$ cat config.mk
export PLATFORM = sky130hd
export DESIGN_NAME = lcd_seq_ctrl
export DESIGN_NICKNAME = d
export VERILOG_FILES = /design/src/rtl/lcd_seq_pkg.sv /design/src/rtl/st7735_init_rom.sv /design/src/rtl/lcd_seq_ctrl.sv
export SDC_FILE = /design/constraint.sdc
export NUM_CORES = 1
export LEC_CHECK = 0
export CAP_MARGIN = 20
export CORE_MARGIN = 5
export CORE_UTILIZATION = 40
export DETAILED_ROUTE_END_ITERATION = 10
export PLACE_DENSITY_LB_ADDON = 0.05
export SLEW_MARGIN = 20
export SYNTH_ARGS = -nofsm -noshare
export SYNTH_HDL_FRONTEND = slang
export SYNTH_SLANG_ARGS = --single-unit
$ cat constraint.sdc
create_clock -name sys_clk -period 7.55 [get_ports sys_clk]
set_input_delay 1.1325 -clock sys_clk [delete_from_list [all_inputs] [get_ports sys_clk]]
set_output_delay 1.1325 -clock sys_clk [all_outputs]
set_load 0.01 [all_outputs]
$ cat src/rtl/lcd_seq_pkg.sv
// Shared state encoding, command bytes and sizing constants for the
// ST7735 sequencer and its init ROM.
package lcd_seq_pkg;

  typedef enum logic [6:0] {
    ST_RST_LOW  = 7'b000_0001,
    ST_RST_HIGH = 7'b000_0010,
    ST_SLPOUT   = 7'b000_0100,
    ST_WAIT_SLP = 7'b000_1000,
    ST_INIT     = 7'b001_0000,
    ST_FILL     = 7'b010_0000,
    ST_IDLE     = 7'b100_0000
  } state_e;

  localparam logic [7:0] CMD_SLPOUT = 8'h11;
  localparam logic [7:0] CMD_CASET  = 8'h2A;
  localparam logic [7:0] CMD_RASET  = 8'h2B;
  localparam logic [7:0] CMD_RAMWR  = 8'h2C;
  localparam logic [7:0] CMD_MADCTL = 8'h36;
  localparam logic [7:0] CMD_COLMOD = 8'h3A;
  localparam logic [7:0] CMD_DISPON = 8'h29;

  localparam logic [8:0] DATA_IDLE = 9'h100;

  localparam int INIT_LEN     = 53;
  localparam int INIT_IW      = $clog2(INIT_LEN);
  localparam int MADCTL_SLOT  = 15;
  localparam int FILL_HDR_LEN = 11;

  function automatic logic [7:0] clamp8(
    input logic [7:0] v,
    input logic [7:0] lim
  );
    return (v > lim) ? lim : v;
  endfunction

endpackage

$ cat src/rtl/st7735_init_rom.sv
// Init command table for ST7735 panels; the orientation byte is patched
// into the MADCTL data slot from the caller's latched value.
module st7735_init_rom
  import lcd_seq_pkg::*;
(
  input  logic [INIT_IW-1:0] idx,
  input  logic [7:0]         madctl,
  output logic [8:0]         word
);

  localparam logic [8:0] TAB [INIT_LEN] = '{
    9'h0B1, 9'h101, 9'h12C, 9'h12D,
    9'h0B4, 9'h107,
    9'h0C0, 9'h1A2, 9'h102, 9'h184,
    9'h0C1, 9'h1C5,
    9'h0C5, 9'h10E,
    {1'b0, CMD_MADCTL}, DATA_IDLE,
    {1'b0, CMD_COLMOD}, 9'h105,
    9'h0E0,
    9'h102, 9'h11C, 9'h107, 9'h112,
    9'h137, 9'h132, 9'h129, 9'h12D,
    9'h129, 9'h125, 9'h12B, 9'h139,
    9'h100, 9'h101, 9'h103, 9'h110,
    9'h0E1,
    9'h103, 9'h11D, 9'h107, 9'h106,
    9'h12E, 9'h12C, 9'h129, 9'h12D,
    9'h12E, 9'h12E, 9'h137, 9'h13F,
    9'h100, 9'h100, 9'h102, 9'h110,
    {1'b0, CMD_DISPON}
  };

  always_comb begin
    word = DATA_IDLE;
    if (idx == INIT_IW'(MADCTL_SLOT)) begin
      word = {1'b1, madctl};
    end else if (int'(idx) < INIT_LEN) begin
      word = TAB[idx];
    end
  end

endmodule

$ cat src/rtl/lcd_seq_ctrl.sv
// ST7735 sequencer: reset pulse, sleep-out, init table, auto clear,
// then runtime rectangle fills and re-init on request.
module lcd_seq_ctrl
  import lcd_seq_pkg::*;
#(
  parameter int          H_RES      = 128,
  parameter int          V_RES      = 160,
  parameter int          T_RST_LOW  = 1000000,
  parameter int          T_RST_HIGH = 1000000,
  parameter int          T_SLPOUT   = 250000,
  parameter logic [15:0] CLR_COLOR  = 16'h0010
) (
  input  logic        sys_clk,
  input  logic        sys_rst_n,
  input  logic        wr_done,
  input  logic        reinit,
  input  logic [7:0]  madctl,
  input  logic        fill_req,
  input  logic [7:0]  fill_x0,
  input  logic [7:0]  fill_x1,
  input  logic [7:0]  fill_y0,
  input  logic [7:0]  fill_y1,
  input  logic [15:0] fill_color,
  output logic        lcd_rst,
  output logic [8:0]  init_data,
  output logic        en_write,
  output logic        init_done,
  output logic        busy,
  output logic        fill_done
);

  localparam int         PW      = $clog2(H_RES * V_RES + 1);
  localparam logic [7:0] XMAX    = 8'(H_RES - 1);
  localparam logic [7:0] YMAX    = 8'(V_RES - 1);
  localparam logic [3:0] HDR_END = 4'(FILL_HDR_LEN);

  state_e             state_q, state_d;
  logic [31:0]        dly_q, dly_d;
  logic [INIT_IW-1:0] idx_q, idx_d;
  logic [3:0]         widx_q, widx_d;
  logic [PW-1:0]      pix_q, pix_d;
  logic               phase_q, phase_d;
  logic [7:0]         madctl_q, madctl_d;
  logic [7:0]         xa_q, xa_d, xb_q, xb_d;
  logic [7:0]         ya_q, ya_d, yb_q, yb_d;
  logic [15:0]        color_q, color_d;
  logic               fill_done_q, fill_done_d;

  logic [8:0]    rom_word, fill_word;
  logic [8:0]    wx, wy;
  logic [PW-1:0] npix;
  logic [7:0]    xlo, xhi, ylo, yhi;

  st7735_init_rom u_rom (
    .idx    (idx_q),
    .madctl (madctl_q),
    .word   (rom_word)
  );

  assign wx   = {1'b0, xb_q} - {1'b0, xa_q} + 9'd1;
  assign wy   = {1'b0, yb_q} - {1'b0, ya_q} + 9'd1;
  assign npix = PW'(wx) * PW'(wy);

  assign xlo = (fill_x0 > fill_x1) ? fill_x1 : fill_x0;
  assign xhi = (fill_x0 > fill_x1) ? fill_x0 : fill_x1;
  assign ylo = (fill_y0 > fill_y1) ? fill_y1 : fill_y0;
  assign yhi = (fill_y0 > fill_y1) ? fill_y0 : fill_y1;

  assign lcd_rst   = (state_q != ST_RST_LOW);
  assign init_done = (state_q == ST_IDLE);
  assign busy      = (state_q != ST_IDLE);
  assign fill_done = fill_done_q;

  // Window header slots 1,3,6,8 are the 0x00 high bytes, i.e. DATA_IDLE
  always_comb begin
    fill_word = DATA_IDLE;
    case (widx_q)
      4'd0:    fill_word = {1'b0, CMD_CASET};
      4'd2:    fill_word = {1'b1, xa_q};
      4'd4:    fill_word = {1'b1, xb_q};
      4'd5:    fill_word = {1'b0, CMD_RASET};
      4'd7:    fill_word = {1'b1, ya_q};
      4'd9:    fill_word = {1'b1, yb_q};
      4'd10:   fill_word = {1'b0, CMD_RAMWR};
      4'd11:   fill_word = {1'b1, phase_q ? color_q[7:0] : color_q[15:8]};
      default: fill_word = DATA_IDLE;
    endcase
  end

  always_comb begin
    state_d     = state_q;
    dly_d       = dly_q;
    idx_d       = idx_q;
    widx_d      = widx_q;
    pix_d       = pix_q;
    phase_d     = phase_q;
    madctl_d    = madctl_q;
    xa_d        = xa_q;
    xb_d        = xb_q;
    ya_d        = ya_q;
    yb_d        = yb_q;
    color_d     = color_q;
    fill_done_d = 1'b0;
    en_write    = 1'b0;
    init_data   = DATA_IDLE;
    unique case (state_q)
      ST_RST_LOW: begin
        dly_d = dly_q + 32'd1;
        if (dly_q == 32'(T_RST_LOW - 1)) begin
          state_d = ST_RST_HIGH;
          dly_d   = '0;
        end
      end
      ST_RST_HIGH: begin
        dly_d = dly_q + 32'd1;
        if (dly_q == 32'(T_RST_HIGH - 1)) begin
          state_d = ST_SLPOUT;
          dly_d   = '0;
        end
      end
      ST_SLPOUT: begin
        en_write  = 1'b1;
        init_data = {1'b0, CMD_SLPOUT};
        if (wr_done) begin
          state_d = ST_WAIT_SLP;
          dly_d   = '0;
        end
      end
      ST_WAIT_SLP: begin
        dly_d = dly_q + 32'd1;
        if (dly_q == 32'(T_SLPOUT - 1)) begin
          state_d  = ST_INIT;
          dly_d    = '0;
          idx_d    = '0;
          madctl_d = madctl;
        end
      end
      ST_INIT: begin
        en_write  = 1'b1;
        init_data = rom_word;
        if (wr_done) begin
          idx_d = idx_q + INIT_IW'(1);
          if (idx_q == INIT_IW'(INIT_LEN - 1)) begin
            state_d = ST_FILL;
            idx_d   = '0;
            widx_d  = '0;
            pix_d   = '0;
            phase_d = 1'b0;
            xa_d    = 8'd0;
            xb_d    = XMAX;
            ya_d    = 8'd0;
            yb_d    = YMAX;
            color_d = CLR_COLOR;
          end
        end
      end
      ST_FILL: begin
        en_write  = 1'b1;
        init_data = fill_word;
        if (wr_done) begin
          if (widx_q != HDR_END) begin
            widx_d = widx_q + 4'd1;
          end else if (!phase_q) begin
            phase_d = 1'b1;
          end else begin
            phase_d = 1'b0;
            pix_d   = pix_q + PW'(1);
            if (pix_q == npix - PW'(1)) begin
              state_d     = ST_IDLE;
              fill_done_d = 1'b1;
              pix_d       = '0;
              widx_d      = '0;
            end
          end
        end
      end
      ST_IDLE: begin
        if (fill_req) begin
          state_d = ST_FILL;
          widx_d  = '0;
          pix_d   = '0;
          phase_d = 1'b0;
          xa_d    = clamp8(xlo, XMAX);
          xb_d    = clamp8(xhi, XMAX);
          ya_d    = clamp8(ylo, YMAX);
          yb_d    = clamp8(yhi, YMAX);
          color_d = fill_color;
        end
      end
      default: state_d = ST_RST_LOW;
    endcase
    // Re-init overrides whatever the current state decided
    if (reinit) begin
      state_d     = ST_RST_LOW;
      dly_d       = '0;
      idx_d       = '0;
      widx_d      = '0;
      pix_d       = '0;
      phase_d     = 1'b0;
      fill_done_d = 1'b0;
    end
  end

  always_ff @(posedge sys_clk or negedge sys_rst_n) begin
    if (!sys_rst_n) begin
      state_q     <= ST_RST_LOW;
      dly_q       <= '0;
      idx_q       <= '0;
      widx_q      <= '0;
      pix_q       <= '0;
      phase_q     <= 1'b0;
      madctl_q    <= '0;
      xa_q        <= '0;
      xb_q        <= '0;
      ya_q        <= '0;
      yb_q        <= '0;
      color_q     <= '0;
      fill_done_q <= 1'b0;
    end else begin
      state_q     <= state_d;
      dly_q       <= dly_d;
      idx_q       <= idx_d;
      widx_q      <= widx_d;
      pix_q       <= pix_d;
      phase_q     <= phase_d;
      madctl_q    <= madctl_d;
      xa_q        <= xa_d;
      xb_q        <= xb_d;
      ya_q        <= ya_d;
      yb_q        <= yb_d;
      color_q     <= color_d;
      fill_done_q <= fill_done_d;
    end
  end

endmodule

==> results.py <==
metrics = {
    "placement": {
        "dp_hpwl_mm": 25.7,
        "pre_cts_slack_ns": 0.116,
        "port_buffers": 74,
        "dp.cells": 1804,
        "gp_congestion": 0.882,
    },
    "floorplan": {
        "die_h_um": 182,
        "initial_core_util_pct": 40.4,
        "pin_count": 75,
        "dieArea_um2": 33300,
        "core_um2": 29500,
        "rows": 63,
        "dieWidth_um": 182,
    },
    "sta": {
        "slew_headroom_pct": 26.0,
        "slew_viol_final": 0,
        "skew_ns": 0.0145,
        "tightest_slew_ns": 1.08,
        "layout_setup_ws_ns": 0.237,
        "holdWs_ns": 0.495,
        "setup_viol": 0,
        "layout_min_cycle_time_ns": 7.31,
        "finalHoldViolCount": 0,
        "max_freq_mhz": 137,
        "fin_crit_sh_pct": 96.9,
    },
    "clock_tree": {
        "clk_latency_ns": 0.43,
        "clkSinkCount": 122,
        "cts-root-buf": "clkbuf_16",
        "cts_made_buffers": 17,
        "htree_levels": 4,
        "clock_path_buffers": 2,
        "clk_pin_slew_ns": 0.07,
        "cts_tree": "done",
    },
    "synth": {
        "async_flop_share_pct": 100,
        "ys.flop_type": "dfrtp_1",
        "synth.distinct_cells": 88,
        "muxShareOfSynthArea_pct": 4.51,
        "yosys_warnings": 0,
        "synth_edf_count": 0,
        "synth_top_family_by_area": "compound AO/OA/AOI/OAI gates",
        "synth_area_per_cell_um2": 8.64,
        "synth-simple-area-share_pct": 20.5,
        "ys_seq_area_share_pct": 25.7,
        "mappedNetlistArea_um2": 11900,
        "syn_nets": 1592,
        "synthXorXnorAreaFrac_pct": 3.46,
        "synth-compound-area-share_pct": 20.5,
        "synthAdderAreaFrac_pct": 19.5,
        "netlist_instances": 1377,
        "ys_ff_latch": 122,
    },
    "global_route": {
        "gr-total-overflow": 0,
        "grt_max_degree": 64,
        "grt_pass1_vias": 10300,
        "grt_pass1_wl_mm": 55.2,
        "antenna_found_initial": 0,
        "grtUsageTotal_pct": 20.4,
    },
    "final_layout": {
        "final_core_util_pct": 47.1,
        "fillers": 2935,
        "antenna_cells": 0,
        "synthToLayoutAreaGrowth_pct": 16.8,
        "drive_gt1_share_pct": 9.73,
        "final_nets": 1662,
        "instances_no_fill": 1850,
    },
    "setup_path": {
        "critPathMaxFanout": 15,
        "arrival_ns": 7.62,
        "critPathMaxStageDelay_ns": 0.55,
        "cp-end-kind": "flop",
        "worstSetupPathType": "reg2reg",
        "worstSetupStartpointType": "flop",
        "cpMostUsedCell": "fa_1",
        "cp.required_ns": 7.85,
        "cp_slowest_cell": "fa_1",
    },
    "drt": {
        "drt_iter0_markers": 644,
        "vias": 10300,
        "wl_per_cell_um": 18.3,
        "drc": 0,
        "post_drt_via_cell_ratio": 5.59,
        "drt-pass1-iter-count": 5,
        "drt-total-wl_mm": 33.9,
        "final_antenna_net_count": 0,
    },
    "flow_run": {
        "cap_violations": 0,
    },
    "hold_path": {
        "hold_class": "reg2reg",
    },
    "run_status": {
        "status": "completed",
    },
}
cells by family (layout without fill, tap and decap cells):
kind of cell,after synthesis,count (layout)
DFF,122,122
and+or+nand+nor,467,467
AOI/OAI and AO/OA,359,360
xor gates and xnor gates,47,47
buffers and inverters,179,261
muxes,49,49
adders and majority gates,154,154
worst max-delay path, delay by kind of cell, from the launching register on:
kind | cells | cell delay, ns
xor gates and xnor gates | 1 | 0.14
and+or+nand+nor | 9 | 1.91
muxes | 1 | 0.25
AOI/OAI and AO/OA | 3 | 0.71
adders and majority gates | 8 | 3.53
DFF | 1 | 0.37
buffers and inverters | 3 | 0.27
registers in the layout, indices dropped and copies added (netlist names):
register,count
yb_q,8
color_q,16
pix_q,15
madctl_q,8
dly_q,32
state_q,7
xb_q,8
ya_q,8
fill_done,1
xa_q,8
widx_q,4
idx_q,6
phase_q,1
per-stage QoR:
step	cell area [um^2]	setup TNS [ns]
floorplan	11900	0
global placement	13100	0
detailed placement	13100	0
CTS	13700	0
global route	13900	-0.00921
finish	13900	0
layout make-up:
class | instances | area, um^2 | area share (%)
clock buffer | 17 | 425 | 3.06
timing repair buffer | 109 | 1020 | 7.32
sequential | 122 | 3060 | 22.0
clock inverter | 15 | 198 | 1.42
inverter | 120 | 450 | 3.24
tap | 390 | 488 | 3.51
multi-input combinational | 1077 | 8260 | 59.4
cell usage after synthesis (30+ instances only):
master    count  area, um^2
nor2_1      107         402
nand2_1     106         398
nor2b_1      37         231
o21ai_0      74         370
nor3_1       35         175
a21oi_1      73         365
nand3_1      38         190
ha_1        101        1260
inv_1       116         435
xnor2_1      31         272
fa_1         53        1060
clkbuf_1     45         169
dfrtp_1     121        3030
mux2i_1      30         300
a22o_1       36         315
layout by cell type (no fill, tap or decap), types with 35 or more instances in the layout:
master,count
inv_1,115
dfrtp_1,120
fa_1,52
nor2_1,106
nor2b_1,35
o21ai_0,74
a21oi_1,70
a22o_1,36
nor3_1,35
ha_1,96
clkdlybuf4s50_1,73
nand2_1,106
nand3_1,38
worst paths after layout:
kind | slack, ns | endpoint | cells past startpoint | from
worst max-delay path | 0.24 | pix_q[0] | 25 | xa_q[3]
worst min-delay path | 0.49 | color_q[4] | 1 | color_q[4]
worst max register to register | 0.24 | pix_q[0] | 25 | xa_q[3]
worst min register to register | 0.49 | color_q[4] | 1 | color_q[4]
max in group asynchronous | 5.53 | yb_q[1] | 2 | sys_rst_n
min in group asynchronous | 0.68 | pix_q[2] | 1 | sys_rst_n
routing by layer:
layer  global-route usage, %  vias to the layer above  part of all wire (%)
met5                       0                        -                     0
met4                    3.75                        0                   1.1
met3                    4.50                       25                   4.4
met2                    32.3                      171                    46
met1                    29.0                     5079                    49
li1                        -                     5066                     -
repair_timing:
item / in CTS / in global routing
gates resized for setup: 0 / 27
setup endpoints to repair: 0 / 20
hold buffers: 0 / 0
setup buffers: 0 / 13
Power is left out: the tool's default activity adds up to more than one toggle a clock period on the data nets, which glitch-free logic cannot reach.
